## src/rtl/uart_pkg.sv

```systemverilog
// Shared types for the UART receive path: parity selection and receiver FSM states.
package uart_pkg;

   typedef enum logic [1:0] {
      PAR_NONE,
      PAR_EVEN,
      PAR_ODD
   } parity_e;

   typedef enum logic [2:0] {
      IDLE,
      START,
      DATA,
      PAR,
      STOP,
      WAIT_HIGH
   } rx_state_e;

   localparam logic [15:0] MIN_CLKDIV = 16'd3;

endpackage

```

## src/rtl/sync_fifo.sv

```systemverilog
// Show-ahead synchronous FIFO; a push is accepted when not full or when a pop frees a slot.
module sync_fifo #(
   parameter int unsigned WIDTH = 8,
   parameter int unsigned DEPTH = 4
) (
   input  logic                     clk,
   input  logic                     rst,
   input  logic                     push,
   input  logic                     pop,
   input  logic [WIDTH-1:0]         wdata,
   output logic [WIDTH-1:0]         rdata,
   output logic                     full,
   output logic                     empty,
   output logic [$clog2(DEPTH):0]   count
);

   localparam int unsigned AW = $clog2(DEPTH);

   logic [WIDTH-1:0] mem [DEPTH];
   logic [AW-1:0]    wr_ptr_q, rd_ptr_q;
   logic [AW:0]      cnt_q;
   logic             do_push, do_pop;

   assign empty   = (cnt_q == '0);
   assign full    = (cnt_q == (AW+1)'(DEPTH));
   assign do_pop  = pop && !empty;
   assign do_push = push && (!full || do_pop);
   assign count   = cnt_q;
   // Head reads as zero while empty so the output is defined straight out of reset.
   assign rdata   = empty ? '0 : mem[rd_ptr_q];

   always_ff @(posedge clk) begin
      if (rst) begin
         wr_ptr_q <= '0;
         rd_ptr_q <= '0;
         cnt_q    <= '0;
      end else begin
         if (do_push) wr_ptr_q <= wr_ptr_q + AW'(1);
         if (do_pop)  rd_ptr_q <= rd_ptr_q + AW'(1);
         case ({do_push, do_pop})
            2'b10:   cnt_q <= cnt_q + (AW+1)'(1);
            2'b01:   cnt_q <= cnt_q - (AW+1)'(1);
            default: cnt_q <= cnt_q;
         endcase
      end
   end

   always_ff @(posedge clk) begin
      if (do_push) mem[wr_ptr_q] <= wdata;
   end

endmodule

```

## src/rtl/uart_rx_fifo.sv

```systemverilog
// UART receiver with optional parity, sticky error flags and a show-ahead receive FIFO.
module uart_rx_fifo
   import uart_pkg::*;
#(
   parameter int unsigned DATA_BITS = 8,
   parameter int unsigned DEPTH     = 4,
   parameter parity_e     PARITY    = PAR_NONE
) (
   input  logic                     clk,
   input  logic                     rst,
   input  logic [15:0]              clkdiv,
   input  logic                     rx,
   input  logic                     rd_en,
   output logic [DATA_BITS-1:0]     rd_data,
   output logic                     rd_valid,
   output logic [$clog2(DEPTH):0]   count,
   output logic                     frame_err,
   output logic                     parity_err,
   output logic                     overrun,
   input  logic                     err_clr
);

   localparam int unsigned BCW = $clog2(DATA_BITS);
   localparam logic [BCW-1:0] LAST_BIT = BCW'(DATA_BITS - 1);

   rx_state_e            state_q, state_d;
   logic [15:0]          timer_q, timer_d, div;
   logic [BCW-1:0]       bit_cnt_q, bit_cnt_d;
   logic [DATA_BITS-1:0] shreg_q, shreg_d;
   logic                 par_bad_q, par_bad_d;
   logic                 sync1_q, rx_s;
   logic                 push, set_frame, set_par, tick, half;
   logic                 full, empty;

   assign div  = (clkdiv < MIN_CLKDIV) ? MIN_CLKDIV : clkdiv;
   assign tick = (timer_q == div);
   assign half = (timer_q == (div >> 1));

   always_ff @(posedge clk) begin
      if (rst) begin
         sync1_q   <= 1'b1;
         rx_s      <= 1'b1;
         state_q   <= IDLE;
         timer_q   <= '0;
         bit_cnt_q <= '0;
         shreg_q   <= '0;
         par_bad_q <= 1'b0;
      end else begin
         sync1_q   <= rx;
         rx_s      <= sync1_q;
         state_q   <= state_d;
         timer_q   <= timer_d;
         bit_cnt_q <= bit_cnt_d;
         shreg_q   <= shreg_d;
         par_bad_q <= par_bad_d;
      end
   end

   always_comb begin
      state_d   = state_q;
      timer_d   = timer_q;
      bit_cnt_d = bit_cnt_q;
      shreg_d   = shreg_q;
      par_bad_d = par_bad_q;
      push      = 1'b0;
      set_frame = 1'b0;
      set_par   = 1'b0;
      case (state_q)
         IDLE: begin
            if (!rx_s) begin
               state_d   = START;
               timer_d   = '0;
               bit_cnt_d = '0;
               par_bad_d = 1'b0;
            end
         end
         START: begin
            // Mid-start-bit resample rejects glitches shorter than half a bit.
            if (half) begin
               timer_d = '0;
               state_d = rx_s ? IDLE : DATA;
            end else begin
               timer_d = timer_q + 16'd1;
            end
         end
         DATA: begin
            if (tick) begin
               timer_d   = '0;
               shreg_d   = {rx_s, shreg_q[DATA_BITS-1:1]};
               bit_cnt_d = bit_cnt_q + BCW'(1);
               if (bit_cnt_q == LAST_BIT) state_d = (PARITY == PAR_NONE) ? STOP : PAR;
            end else begin
               timer_d = timer_q + 16'd1;
            end
         end
         PAR: begin
            if (tick) begin
               timer_d   = '0;
               par_bad_d = ((^shreg_q) ^ rx_s) != (PARITY == PAR_ODD);
               state_d   = STOP;
            end else begin
               timer_d = timer_q + 16'd1;
            end
         end
         STOP: begin
            if (tick) begin
               timer_d = '0;
               set_par = par_bad_q;
               if (rx_s) begin
                  push    = !par_bad_q;
                  state_d = IDLE;
               end else begin
                  set_frame = 1'b1;
                  state_d   = WAIT_HIGH;
               end
            end else begin
               timer_d = timer_q + 16'd1;
            end
         end
         WAIT_HIGH: begin
            if (rx_s) state_d = IDLE;
         end
         default: state_d = IDLE;
      endcase
   end

   // A set in the same cycle as err_clr wins.
   always_ff @(posedge clk) begin
      if (rst) begin
         frame_err  <= 1'b0;
         parity_err <= 1'b0;
         overrun    <= 1'b0;
      end else begin
         frame_err  <= (frame_err  & ~err_clr) | set_frame;
         parity_err <= (parity_err & ~err_clr) | set_par;
         overrun    <= (overrun    & ~err_clr) | (push & full & ~rd_en);
      end
   end

   assign rd_valid = !empty;

   sync_fifo #(
      .WIDTH (DATA_BITS),
      .DEPTH (DEPTH)
   ) u_fifo (
      .clk   (clk),
      .rst   (rst),
      .push  (push),
      .pop   (rd_en),
      .wdata (shreg_q),
      .rdata (rd_data),
      .full  (full),
      .empty (empty),
      .count (count)
   );

endmodule
```

## config.mk

```make
export PLATFORM = sky130hd
export DESIGN_NAME = uart_rx_fifo
export DESIGN_NICKNAME = d
export VERILOG_FILES = /design/src/rtl/uart_pkg.sv /design/src/rtl/sync_fifo.sv /design/src/rtl/uart_rx_fifo.sv
export SDC_FILE = /design/constraint.sdc
export NUM_CORES = 1
export LEC_CHECK = 0
export ABC_AREA = 1
export CELL_PAD_IN_SITES_DETAIL_PLACEMENT = 2
export CELL_PAD_IN_SITES_GLOBAL_PLACEMENT = 2
export CORE_MARGIN = 4
export CORE_UTILIZATION = 38
export CTS_CLUSTER_DIAMETER = 120
export DETAILED_ROUTE_END_ITERATION = 12
export DONT_BUFFER_PORTS = 1
export PLACE_DENSITY_LB_ADDON = 0.08
export SLEW_MARGIN = 5
export SYNTH_ARGS = -nofsm -noshare
export SYNTH_HDL_FRONTEND = slang
export SYNTH_SLANG_ARGS = --single-unit
export TNS_END_PERCENT = 30
```

## constraint.sdc

```tcl
create_clock -name clk -period 2.9 [get_ports clk]
set_input_delay 0.29 -clock clk [delete_from_list [all_inputs] [get_ports clk]]
set_output_delay 0.29 -clock clk [all_outputs]
set_load 0.01 [all_outputs]
```

==> metrics.md <==
| Metric | Value |
|---|---|
| Outcome | `finished, final reports clean` |
| Ys flop type | `dfxtp_1` |
| YS warnings | `0` |
| Routed Antenna Nets | `0` |
| Post-synthesis sequential area ratio | `43.4%` |
| Syn nets | `567` |
| Layout cell share with drive strength beyond 1 | `11.2%` |
| Mapped Cells | `roughly 540` |
| Diodes inserted | `0` |
| Root Buffer | `clkbuf_16` |
| Crit. End Element | `flip-flop` |
| Die footprint | `13100 um2` |
| Final hold violations | `0` |
| Hold slack | `16.2 ps` |
| Grt total ovfl | `0` |
| I/O pin count | `36` |
| Worst-path clk slew | `approximately 60 ps` |
| Highest Clock Rate | `around 420 MHz` |
| Unique masters post-synth | `37` |
| Filler cells | `1256` |
| Area grow syn2layout | `9.54%` |
| Most common cell after layout, fill and taps aside | `inv_1` |
| Die Wd | `114 um` |
| Clk_skew | `a little under 10 ps` |
| CTS Buf Count | `9` |
| GP Congestion | `between 0.8 and 0.9` |
| Req. time, crit path | `about 3100 ps` |
| Synth async-reset ratio | `0%` |
| Post-layout min period | `2410 ps` |
| Detailed Route WL | `11.7 mm` |
| Worst setup path category | `reg2reg` |
| Worst-Skew Late Latency | `340 ps` |
| #FFs+latches synth | `77` |
| Vias in the first global route | `roughly 3.9k` |
| CP arrival | `~2600 ps` |
| 1st-pass router iterations | `4` |
| P_leak | `approximately 0.0021 uW` |
| Critical Path Source Type | `flip-flop` |
| Slew Viols, Final | `0` |
| Fin crit share | `around 83%` |
| Detail Placement HPWL | `roughly 9.0 mm` |
| Hold crit path type | `in2reg` |
| Unrepaired setup endpoints after global routing | `no` |
| Port Buf Inserts | `0` |
| CTS H-tree lvls | `3` |
| Vias/cell | `5.04` |
| Total number of vias | `3459` |
| Initial antenna violation count | `0` |
| Initial DRC Count | `99` |
| Initial Util | `roughly two fifths` |
| Worst rel slew slack | `56.2%` |
| Worst-Margin Slew | `652 ps` |
| DRC Markers | `0` |
| Clock Tree Buf Depth | `2` |
| Pin count of the biggest net entering global routing | `22` |
| Chip height | `114 um` |
| Pwr Density | `about 730 nW/um2` |
| Mean post-synth cell area | `7.97 um2` |
| TritonCTS clock tree | `yes` |
| Setup-failing EPs final | `0` |
| Routed WL per cell | `17.0 um` |
| Max-Cap Viols | `0` |
| TNS Setup | `0 ps` |
| Commonest cells after routing, fill and taps aside | `78 x inv_1, 77 x nor2_1, 76 x nand2_1` |
| EDFF count, synth | `32` |
| Worst Path Max Fanout | `9` |
| Post CTS Setup Buffer Count | `0` |
| Post-layout nets | `570` |
| Core area | `10900 um2` |
| Gr usage total | `19.5%` |
| Peak supply drop | `approximately 330 uV` |
| Sink Count | `between 70 and 80` |
| Mapped Area | `4290 um2` |
| Row count | `38` |
| First-pass GRT wire length | `19.8 mm` |
## cells by family (layout without fill, tap and decap cells)
| logic type | after synthesis | in the layout | share of synthesized area [%] |
|---|---|---|---|
| flops | 77 | 77 | 43.4 |
| xor+xnor | 45 | 45 | 9.19 |
| fa+ha+maj | 8 | 8 | 2.51 |
| buf+inv | 96 | 104 | 9.22 |
| simple gates | 234 | 234 | 25.7 |
| compound gates | 78 | 78 | 9.98 |
## worst paths after layout
kind / from / end / slack (ps) / cells after the start
max: u_fifo.count[0]$_SDFFE_PP0P_ / u_fifo.count[2]$_SDFFE_PP0P_ / 490 / 10
min: rst / u_fifo.count[0]$_SDFFE_PP0P_ / 20 / 1
min reg2reg: sync1_q$_SDFF_PP1_ / rx_s$_SDFF_PP1_ / 420 / 1
max reg2reg: u_fifo.count[0]$_SDFFE_PP0P_ / u_fifo.count[2]$_SDFFE_PP0P_ / 490 / 10
## cells in the mapped netlist, types with 2 or more instances
| master | n | share of area, % |
|---|---|---|
| nand3_1 | 23 | 2.7 |
| buf_2 | 3 | 0.35 |
| o21ai_2 | 8 | 1.6 |
| edfxtp_1 | 32 | 22 |
| xnor2_1 | 16 | 3.3 |
| nand4_1 | 9 | 1.3 |
| nand2_1 | 76 | 6.7 |
| nand2_2 | 9 | 1.3 |
| nand2_4 | 8 | 2.1 |
| dfxtp_1 | 45 | 21 |
| or2_2 | 6 | 0.88 |
| nor4_1 | 4 | 0.58 |
| nor2_2 | 5 | 0.73 |
| ha_1 | 7 | 2.0 |
| or2_1 | 2 | 0.29 |
| nor3_1 | 11 | 1.3 |
| inv_1 | 78 | 6.8 |
| nor2_1 | 77 | 6.7 |
| o21ai_0 | 36 | 4.2 |
| a21oi_1 | 31 | 3.6 |
| xor2_1 | 29 | 5.9 |
| clkbuf_1 | 8 | 0.70 |
## per-stage QoR
step / area [um2] / power [uW] / worst slack [ps] / utilization [%] / instances
2_1_floorplan: 4290 / 2200 / 837 / - / 538
3_3_place_gp: 4420 / 2390 / 627 / 40.4 / 669
3_5_place_dp: 4420 / 2450 / 463 / 40.4 / 669
4_1_cts: 4700 / 3500 / 450 / 43.0 / 686
5_1_grt: 4700 / 3700 / 221 / 43.0 / 686
6_report: 4700 / 3430 / 494 / 43.0 / 686
## worst max-delay path, cell delays in order (launching register included)
cell	delay, ps
dfxtp_1	420
nor2_1	90
nand2_1	160
clkinv_1	290
nor2_1	400
nand2_2	160
fa_1	420
inv_1	80
nand2_1	70
a21oi_1	150
nor2_1	60
## report_power, final
part	internal (uW)	total (uW)	switching [uW]
Combinational	297	1080	785
Sequential	1210	1310	108
Clock	582	1030	452
Total	2090	3430	1340
## layout make-up
| class | instances | area (um2) | area share [%] |
|---|---|---|---|
| clock inverters | 5 | 35.0 | 0.746 |
| flip-flops and latches | 77 | 1860 | 39.6 |
| multi-input cells | 365 | 2030 | 43.2 |
| repair buffers | 7 | 55.1 | 1.17 |
| clock buffers | 11 | 233 | 4.95 |
| well taps | 140 | 175 | 3.73 |
| inverters | 81 | 307 | 6.52 |
## per-layer routing
metal	wire (um)	vias to the layer above	GRT usage [%]	share of wire (%)
met4	160	0	5.62	1.4
met5	0	-	0	0
met3	240	11	3.70	2.1
met1	4930	1697	21.7	42
li1	-	1720	-	-
met2	6360	31	37.2	54
## flip-flops by register name, indices dropped and copies added, names as in the netlist, named ones only
register,count
shreg_q,8
overrun,1
rx_s,1
sync1_q,1
timer_q,16
parity_err,1
u_fifo.rd_ptr_q,2
state_q,3
bit_cnt_q,3
u_fifo.count,3
u_fifo.mem,32
frame_err,1
u_fifo.wr_ptr_q,2
par_bad_q,1
## repair_timing
item	4_1_cts	5_1_grt
hold buffers	1	0
hold endpoints to repair	3	0
resized for setup	0	0
Note: power is estimated with default switching activity, not from simulation.
